==> src/rtl/dlx_pkg.sv <==
// Shared types and constants for the DLX pipeline hazard controller.
// Build option: define DLX_FORWARDING_EN to make forwarding the default build.
// Holds the shadow-stage layouts and the register-match helper.
package dlx_pkg;

    typedef enum logic [1:0] {
        FWD_RF    = 2'd0,
        FWD_EXMEM = 2'd1,
        FWD_MEMWB = 2'd2
    } fwd_sel_e;

    typedef enum logic {
        HZ_RUN  = 1'b0,
        HZ_HOLD = 1'b1
    } hz_state_e;

    localparam logic [4:0] REG_ZERO = 5'd0;

`ifdef DLX_FORWARDING_EN
    localparam bit FWD_EN_DEFAULT = 1'b1;
`else
    localparam bit FWD_EN_DEFAULT = 1'b0;
`endif

    typedef struct packed {
        logic       vld;
        logic [4:0] rd;
        logic       load;
        logic [4:0] rs1;
        logic [4:0] rs2;
        logic       rs2_used;
    } shadow_ex_t;

    typedef struct packed {
        logic       vld;
        logic [4:0] rd;
        logic       load;
    } shadow_mem_t;

    typedef struct packed {
        logic       vld;
        logic [4:0] rd;
    } shadow_wb_t;

    // A stage is a producer for src only when valid and writing a real register.
    function automatic logic reg_hit(input logic vld, input logic [4:0] rd, input logic [4:0] src);
        return vld && (rd != REG_ZERO) && (rd == src);
    endfunction

endpackage

==> src/rtl/dlx_fwd_unit.sv <==
// Forwarding select for one EX operand against the MEM and WB shadows.
// Latency: purely combinational, same cycle.
// Backpressure: none; the caller decides whether the select is used.
module dlx_fwd_unit
    import dlx_pkg::*;
#(
    parameter int FWD_SEL_W = 2
) (
    input  logic                 src_vld,
    input  logic [4:0]           src,
    input  logic                 mem_vld,
    input  logic [4:0]           mem_rd,
    input  logic                 mem_load,
    input  logic                 wb_vld,
    input  logic [4:0]           wb_rd,
    output logic [FWD_SEL_W-1:0] sel
);

    // Youngest producer wins; a load in MEM only holds its address, never its data.
    always_comb begin
        sel = FWD_SEL_W'(FWD_RF);
        if (src_vld) begin
            if (reg_hit(mem_vld && !mem_load, mem_rd, src)) begin
                sel = FWD_SEL_W'(FWD_EXMEM);
            end else if (reg_hit(wb_vld, wb_rd, src)) begin
                sel = FWD_SEL_W'(FWD_MEMWB);
            end
        end
    end

endmodule

==> src/rtl/dlx_hazard_ctrl.sv <==
// DLX 5-stage hazard controller: stall/bubble/flush sequencing and EX forwarding selects.
// Latency: all command outputs combinational in the cycle; shadows/FSM/counter update on clk.
// Backpressure: holds PC and IF/ID while a hazard waits; branch flush overrides any stall.
// Build option DLX_FORWARDING_EN sets the default of FWD_EN (forwarding + load-use-only stalls).
module dlx_hazard_ctrl
    import dlx_pkg::*;
#(
    parameter int FWD_SEL_W = 2,
    parameter int PERF_W    = 32,
    parameter bit FWD_EN    = FWD_EN_DEFAULT
) (
    input  logic                 clk,
    input  logic                 reset_n,
    input  logic                 id_valid,
    input  logic [4:0]           id_rs1,
    input  logic [4:0]           id_rs2,
    input  logic [4:0]           id_rd,
    input  logic                 id_rs2_used,
    input  logic                 id_load,
    input  logic                 id_jump,
    input  logic                 ex_branch_taken,
    output logic                 pc_stall,
    output logic                 ifid_hold,
    output logic                 idex_bubble,
    output logic                 ifid_flush,
    output logic [FWD_SEL_W-1:0] fwd_a,
    output logic [FWD_SEL_W-1:0] fwd_b,
    output logic [PERF_W-1:0]    stall_cycles
);

    shadow_ex_t  ex_q,  ex_d;
    shadow_mem_t mem_q, mem_d;
    shadow_wb_t  wb_q,  wb_d;
    hz_state_e   state_q, state_d;
    logic [1:0]  hold_cnt_q, hold_cnt_d;
    logic [PERF_W-1:0] stall_cycles_q, stall_cycles_d;

    logic       hit_ex, hit_mem, hit_wb;
    logic       hazard;
    logic [1:0] wait_m1;
    logic       stall;
    logic       bubble;
    logic       flush;
    logic [FWD_SEL_W-1:0] fwd_a_raw, fwd_b_raw;

    // Does the ID instruction read a register still owned by an in-flight writer?
    always_comb begin
        hit_ex  = id_valid && (reg_hit(ex_q.vld, ex_q.rd, id_rs1) ||
                               (id_rs2_used && reg_hit(ex_q.vld, ex_q.rd, id_rs2)));
        hit_mem = id_valid && (reg_hit(mem_q.vld, mem_q.rd, id_rs1) ||
                               (id_rs2_used && reg_hit(mem_q.vld, mem_q.rd, id_rs2)));
        hit_wb  = id_valid && (reg_hit(wb_q.vld, wb_q.rd, id_rs1) ||
                               (id_rs2_used && reg_hit(wb_q.vld, wb_q.rd, id_rs2)));
    end

    // Stall decision and total wait minus one; without bypass the youngest writer sets the wait.
    always_comb begin
        hazard  = 1'b0;
        wait_m1 = 2'd0;
        if (FWD_EN) begin
            hazard  = hit_ex && ex_q.load;
            wait_m1 = 2'd0;
        end else if (hit_ex) begin
            hazard  = 1'b1;
            wait_m1 = 2'd2;
        end else if (hit_mem) begin
            hazard  = 1'b1;
            wait_m1 = 2'd1;
        end else if (hit_wb) begin
            hazard  = 1'b1;
            wait_m1 = 2'd0;
        end
    end

    // RUN/HOLD sequencing; a taken branch kills the stalled instruction and wins over everything.
    always_comb begin
        state_d    = state_q;
        hold_cnt_d = hold_cnt_q;
        stall      = 1'b0;
        bubble     = 1'b0;
        flush      = 1'b0;
        if (ex_branch_taken) begin
            flush      = 1'b1;
            bubble     = 1'b1;
            state_d    = HZ_RUN;
            hold_cnt_d = 2'd0;
        end else if (state_q == HZ_HOLD) begin
            stall  = 1'b1;
            bubble = 1'b1;
            if (hold_cnt_q == 2'd0) begin
                state_d = HZ_RUN;
            end else begin
                hold_cnt_d = hold_cnt_q - 2'd1;
            end
        end else if (hazard) begin
            stall  = 1'b1;
            bubble = 1'b1;
            if (wait_m1 != 2'd0) begin
                state_d    = HZ_HOLD;
                hold_cnt_d = wait_m1 - 2'd1;
            end
        end else if (id_valid && id_jump) begin
            flush = 1'b1;
        end
    end

    // Shadow advance; a bubble enters EX as an invalid entry that matches nothing.
    always_comb begin
        ex_d = '0;
        if (!bubble) begin
            ex_d.vld      = id_valid;
            ex_d.rd       = id_rd;
            ex_d.load     = id_load;
            ex_d.rs1      = id_rs1;
            ex_d.rs2      = id_rs2;
            ex_d.rs2_used = id_rs2_used;
        end
        mem_d.vld  = ex_q.vld;
        mem_d.rd   = ex_q.rd;
        mem_d.load = ex_q.load;
        wb_d.vld   = mem_q.vld;
        wb_d.rd    = mem_q.rd;
    end

    // Saturating count of cycles in which the PC is held.
    always_comb begin
        stall_cycles_d = stall_cycles_q;
        if (stall && (stall_cycles_q != '1)) begin
            stall_cycles_d = stall_cycles_q + PERF_W'(1);
        end
    end

    // State registers; reset clears validity so no output can fire from stale shadows.
    always_ff @(posedge clk or negedge reset_n) begin
        if (!reset_n) begin
            ex_q           <= '0;
            mem_q          <= '0;
            wb_q           <= '0;
            state_q        <= HZ_RUN;
            hold_cnt_q     <= 2'd0;
            stall_cycles_q <= '0;
        end else begin
            ex_q           <= ex_d;
            mem_q          <= mem_d;
            wb_q           <= wb_d;
            state_q        <= state_d;
            hold_cnt_q     <= hold_cnt_d;
            stall_cycles_q <= stall_cycles_d;
        end
    end

    dlx_fwd_unit #(.FWD_SEL_W(FWD_SEL_W)) u_fwd_a (
        .src_vld  (ex_q.vld),
        .src      (ex_q.rs1),
        .mem_vld  (mem_q.vld),
        .mem_rd   (mem_q.rd),
        .mem_load (mem_q.load),
        .wb_vld   (wb_q.vld),
        .wb_rd    (wb_q.rd),
        .sel      (fwd_a_raw)
    );

    dlx_fwd_unit #(.FWD_SEL_W(FWD_SEL_W)) u_fwd_b (
        .src_vld  (ex_q.vld && ex_q.rs2_used),
        .src      (ex_q.rs2),
        .mem_vld  (mem_q.vld),
        .mem_rd   (mem_q.rd),
        .mem_load (mem_q.load),
        .wb_vld   (wb_q.vld),
        .wb_rd    (wb_q.rd),
        .sel      (fwd_b_raw)
    );

    assign pc_stall     = stall;
    assign ifid_hold    = stall;
    assign idex_bubble  = bubble;
    assign ifid_flush   = flush;
    assign fwd_a        = FWD_EN ? fwd_a_raw : '0;
    assign fwd_b        = FWD_EN ? fwd_b_raw : '0;
    assign stall_cycles = stall_cycles_q;

endmodule

==> config.mk <==
export PLATFORM = sky130hd
export DESIGN_NAME = dlx_hazard_ctrl
export DESIGN_NICKNAME = d
export VERILOG_FILES = /design/src/rtl/dlx_pkg.sv /design/src/rtl/dlx_fwd_unit.sv /design/src/rtl/dlx_hazard_ctrl.sv
export SDC_FILE = /design/constraint.sdc
export NUM_CORES = 1
export LEC_CHECK = 0
export BUFFER_PORTS_ARGS = -buffer_cell sky130_fd_sc_hd__clkbuf_2
export CORE_MARGIN = 4
export CORE_UTILIZATION = 54
export CTS_CLUSTER_DIAMETER = 100
export CTS_CLUSTER_SIZE = 10
export DETAILED_ROUTE_END_ITERATION = 8
export MAX_ROUTING_LAYER = met4
export PLACE_DENSITY = 0.82
export SLEW_MARGIN = 20
export SYNTH_ARGS = -nofsm -noshare
export SYNTH_HDL_FRONTEND = slang
export SYNTH_SLANG_ARGS = --single-unit
==> constraint.sdc <==
create_clock -name clk -period 2.7 [get_ports clk]
set_input_delay 0.27 -clock clk [delete_from_list [all_inputs] [get_ports clk]]
set_output_delay 0.27 -clock clk [all_outputs]
set_load 0.1 [all_outputs]
==> reports/metrics.cfg, run 1 <==
[power_and_ir_drop]
irDropWorstVdd_mv=0.548
leakage_nw=1.53
p_per_area_mw_per_mm2=489

[place]
gp_congestion=0.933
port_buffers=56
dpl.hpwl_um=4260
dp_cells=375
dpl_worst_slack_ps=220

[grt]
grt_max_degree=37
antenna_found_initial=0
overflow=0
grt_pass1_wl_um=9650
grt_pass1_vias=2036
grtUsageTotal=0.198

[die]
dieArea_mm2=0.00637
core_area_mm2=0.00485
fp.dieW_um=79.8
start_util=0.574
num_io_pins=62
num_rows=25
dieHeight_um=79.8

[setup_path]
criticalPathCategory=reg2out
end_kind=output pin
cpPeakStageDelay_ps=430
cp_top_family=compound AO/OA/AOI/OAI gates
crit_arrival_ps=2350
required_ps=2430
cp-start-kind=register
path_buf_inv=2
worstPathCellList=or3_1 > o311a_1 > a221oi_4 > o21a_4 > and2b_2 > inv_2 > buf_12
crit_fanout=6
worst_path_max_delay_cell=dfrtp_1

[drt]
drtIter0Drc=105
viasPerCell=5.38
drcViolationCount=0
wl_um=5760
vias=2089
ant_nets=0
firstDrtPassIters=4
wl_per_cell_um=14.9

[clocking]
cts.path.max_buffers=2
htree_levels=2
cts_buffers=5
cts_hold_buf=0
clock_sinks=53
clkTransAtPathRegs_ps=90
insertion_delay_ps=310
cts_tree=built
root_buffer=clkbuf_8

[yosys]
synth.cell_area_mm2=0.00279
syn_area_per_cell_um2=10.8
ys_types=47
yosys_warnings=0
synth_cells=257
synth-seq-cells=53
yosysSeqAreaShare=0.476

[finish]
final_common_cell=clkbuf_2
num_antenna_cells=0
layout_common_cells=clkbuf_2, dfrtp_1, xnor2_1
area_growth_pct=18.6
finalNetCount=343
drive_gt1_frac=0.277
nFillCells=373
final_core_util=0.682
final_cells=388

[status]
status=completed

[sta]
setup_slack_ps=81.2
finalSetupViolCount=0
max_slew_margin=0.414
rsz0062_at_grt=true
finClkSkew_ps=6.21
min_period_ps=2620
fmax_mhz=382
final_min_period_over_clock_period=0.970
drv_slew=0
finalHoldViolCount=0
worstMarginPinSlew_ps=879

[flow_run]
drv_cap=0

[min_path]
hp-class=in2async

worst paths after layout:
path                            startpoint                to  slack (ps)  cells after the start
setup reg to reg           stall_cycles[0]  stall_cycles[28]         210                      7
min in group clk                  id_rd[3]          ex_q[15]         170                      2
max in group asynchronous          reset_n          mem_q[6]        1880                      2
hold / removal                     reset_n  stall_cycles[28]          70                      1
hold reg to reg                   mem_q[6]           wb_q[5]         380                      0
setup / recovery                  ex_q[13]       idex_bubble          80                      7
layer usage:
layer  GRT usage  wire, um  up-vias
li1            -         -     1029
met1       0.250      2580     1005
met2       0.331      2880       49
met3      0.0372       246        6
met4      0.0541        55        0
met5           -         0        -
per-stage QoR:
| stage | area, um^2 | hold slack [ps] | setup TNS (ps) | power (W) |
|---|---|---|---|---|
| finish | 3300 | 65.9 | 0 | 0.00162 |
| floorplan | 2810 | -25.6 | 0 | 0.00111 |
| global route | 3300 | 116 | -22.9 | 0.00168 |
| CTS | 3280 | 95.2 | 0 | 0.00162 |
| detailed placement | 3180 | 361 | 0 | 0.00119 |
| global placement | 3180 | 360 | 0 | 0.00118 |
state kept, by name, summed over array words and instances (netlist names):
name          cells
stall_cycles     32
wb_q              6
hold_cnt_q        2
state_q           1
mem_q             6
ex_q              6
cells in the mapped netlist (all sizes together):
cell | number | share of area
dfrtp | 53 | 0.48
xnor2 | 34 | 0.11
xor2 | 26 | 0.082
nor4 | 16 | 0.041
nand2 | 15 | 0.020
nor2 | 12 | 0.016
buf | 11 | 0.029
nand3 | 10 | 0.018
nand4 | 9 | 0.020
and2 | 7 | 0.016
nor3 | 7 | 0.014
nand4b | 5 | 0.016
or4 | 5 | 0.013
inv | 4 | 0.0054
nand2b | 4 | 0.0090
nand3b | 3 | 0.0081
or3 | 3 | 0.0067
a21oi | 2 | 0.0036
and3 | 2 | 0.0045
clkbuf | 2 | 0.0027
mux2 | 2 | 0.0094
nor3b | 2 | 0.0054
o21ai | 2 | 0.0036
o22ai | 2 | 0.0045
o311a | 2 | 0.0072
or3b | 2 | 0.0063
a221oi | 1 | 0.0094
a31o | 1 | 0.0031
a31oi | 1 | 0.0022
and2b | 1 | 0.0031
and4bb | 1 | 0.0045
conb | 1 | 0.0013
ha | 1 | 0.0045
nor2b | 1 | 0.0022
nor4b | 1 | 0.0031
nor4bb | 1 | 0.0036
o211ai | 1 | 0.0027
o21a | 1 | 0.0054
o22a | 1 | 0.0031
or2 | 1 | 0.0022
or4b | 1 | 0.0036
cells by family (layout without fill, tap and decap cells):
family | after synthesis | in the layout | synth area share
compound gates | 14 | 14 | 0.0449
xor+xnor | 60 | 60 | 0.189
fa+ha+maj | 1 | 1 | 0.00449
buf+inv | 17 | 78 | 0.0373
flops | 53 | 53 | 0.476
mux | 2 | 2 | 0.00943
other cells | 1 | 4 | 0.00135
simple gates | 109 | 109 | 0.238
final cells by class:
class,instances,area [um^2],area share
Multi-Input combinational cell,190,1370,0.416
Sequential cell,53,1330,0.403
Timing Repair Buffer,66,415,0.126
Tap cell,67,83.8,0.0254
Clock buffer,7,76.3,0.0231
Inverter,4,15.0,0.00454
Clock inverter,1,7.51,0.00227
timing repair:
| item | CTS | global route |
|---|---|---|
| endpoints found under the setup margin | 1 | 1 |
| resized for setup | 0 | 1 |
| hold endpoints to repair | 0 | 0 |
| buffers inserted | 2 | 3 |
| pin swaps | 1 | 2 |
power breakdown:
group	switching (W)	internal, W	leakage [nW]	total (W)
sequential	0.0000310	0.000825	0.702	0.000856
clock	0.000255	0.000184	0.0385	0.000439
combinational	0.000228	0.0000923	0.791	0.000321
total	0.000515	0.00110	1.53	0.00162
No activity file was read; power rests on OpenSTA's default activity.
==> run 2, diff against run 1 <==
- SETUP_SLACK_MARGIN: unset -> 0.3
==> reports/metrics.cfg, run 2 (synthesized netlist as in run 1, its figures left out) <==
[clocking]
cts_tree=built
cts.path.max_buffers=2  ; unchanged
cts_buffers=5  ; unchanged
cts_hold_buf=0  ; unchanged
root_buffer=clkbuf_8
insertion_delay_ps=310  ; about the same
htree_levels=2  ; unchanged
clock_sinks=53  ; unchanged
clkTransAtPathRegs_ps=90  ; about the same

[min_path]
hp-class=in2async

[sta]
tns_ps=0  ; unchanged
min_period_ps=2610  ; -11.8 ps
finalSetupViolCount=0  ; unchanged
fmax_mhz=384  ; +0.45%
finClkSkew_ps=7.73  ; +1.52 ps
finalHoldViolCount=0  ; unchanged
worstMarginPinSlew_ps=988  ; +109 ps
drv_slew=0  ; unchanged
final_min_period_over_clock_period=0.966  ; -0.00436
holdWs_ps=104  ; +37.8 ps
rsz0062_at_grt=true
max_slew_margin=0.341  ; -0.0727

[setup_path]
crit_arrival_ps=2340  ; about the same
worstPathCellList=or3_1 > o311a_1 > a221oi_4 > o21a_4 > buf_12 > a31o_4 > buf_12
cpPeakStageDelay_ps=400  ; -30 ps
cp-start-kind=register
r2r_end=stall_cycles[10]
path_buf_inv=2  ; unchanged
crit_fanout=3  ; -3
required_ps=2430  ; about the same
criticalPathCategory=reg2out
worst_path_max_delay_cell=dfrtp_1
cp_top_family=compound AO/OA/AOI/OAI gates
worstRegToRegCells=9  ; +2
rrSetupSlack_ps=150  ; -60 ps
r2r_start=wb_q[4]
critPathMostFrequentCell=buf_12
end_kind=output pin

[power_and_ir_drop]
total_power_w=0.00166  ; +2.9%
comb_power_share=0.216  ; +0.018
leakage_nw=1.66  ; +8.5%
p_int_w=0.00112  ; +1.9%
power_switching_w=0.000540  ; +4.9%
seqPwrFrac=0.518  ; -0.012
p_per_area_mw_per_mm2=449  ; -8.3%
swShare=0.325  ; +0.00628
pwr-share-clk=0.266  ; -0.006
irDropWorstVdd_mv=0.702  ; +28%

[finish]
drive_gt1_frac=0.442  ; +0.165
final_cells=402  ; +3.6%
num_antenna_cells=0  ; unchanged
nFillCells=309  ; -17%
finalNetCount=357  ; +4.1%
final_core_util=0.764  ; +0.0826
layout_common_cells=clkbuf_2, xnor2_1, dfrtp_1
final_common_cell=clkbuf_2
largest_register_ffs=32  ; unchanged
area_growth_pct=33.0

[die]
start_util=0.574  ; unchanged
num_io_pins=62  ; unchanged
num_rows=25  ; unchanged
core_area_mm2=0.00485  ; unchanged
dieHeight_um=79.8  ; unchanged
fp.dieW_um=79.8  ; unchanged
dieArea_mm2=0.00637  ; unchanged

[drt]
drcViolationCount=0  ; unchanged
viasPerCell=5.67  ; +5.2%
drtIter0Drc=105  ; unchanged
firstDrtPassIters=4  ; unchanged
vias=2278  ; +9.0%
wl_um=7070  ; +23%
ant_nets=0  ; unchanged
wl_per_cell_um=17.6  ; +18%

[grt]
grt_pass1_vias=2190  ; +7.6%
grt_pass1_wl_um=10500  ; +9.2%
antenna_found_initial=0  ; unchanged
overflow=0  ; unchanged
grt_max_degree=41  ; +11%
grtUsageTotal=0.217  ; +0.0186

[place]
gp_congestion=0.911  ; -2.4%
dp_cells=374  ; -0.27%
port_buffers=56  ; unchanged
dpl.hpwl_um=4400  ; +3.1%

[flow_run]
drv_cap=0  ; unchanged

[status]
status=completed

-- run 2: changes by cell type in the layout (fill, tap and decap cells not counted), sizes merged --
cell      delta
clkbuf       +1
clkinvlp     -1
buf         +12
clkinv       +2
-- run 2: worst max path at each step --
stage                  start          end  slack, ps  cells after the start
finish              mem_q[1]   ifid_flush         90                      7
global route        ex_q[14]   ifid_flush         30                      7
CTS                 mem_q[1]   ifid_flush        110                      7
detailed placement  mem_q[1]  idex_bubble        210                      7
global placement    mem_q[1]  idex_bubble        270                      7
floorplan           mem_q[1]  idex_bubble        150                      7
-- run 2: per-layer routing --
layer	up-vias	global-route usage	wire, um
met2	66	0.368	3690
li1	1049	-	-
met3	9	0.0237	301
met4	0	0.0642	89
met1	1154	0.276	2990
met5	-	-	0
-- run 2: area by class of cell --
type | instances | area, um^2 | area share
Clock buffer | 6 | 72.6 | 0.0196
Clock inverter | 2 | 10.0 | 0.00270
Timing Repair Buffer | 80 | 593 | 0.160
Multi-Input combinational cell | 190 | 1560 | 0.421
Sequential cell | 53 | 1370 | 0.370
Tap cell | 67 | 83.8 | 0.0226
Inverter | 4 | 15.0 | 0.00405
-- run 2: power by group through the flow --
stage                     clock network, W  registers [W]  logic (W)
final                             0.000442       0.000861   0.000359
after global routing              0.000480       0.000867   0.000378
after CTS                         0.000441       0.000861   0.000334
after detailed placement                 0       0.000880   0.000318
after global placement                   0       0.000877   0.000314
after floorplan                          0       0.000972   0.000142
-- run 2: timing repair --
action / CTS / global route
buffers inserted: 8 / 10
gates resized for setup: 2 / 27
cloned: 0 / 2
pin swaps: 1 / 7
endpoints found under the setup margin: 8 / 25
-- run 2: through the flow --
step                worst slack, ps  area (um^2)
finish                         93.0         3700
global route                   31.7         3700
CTS                             106         3410
detailed placement              210         3240
global placement                265         3240
floorplan                       150         2860
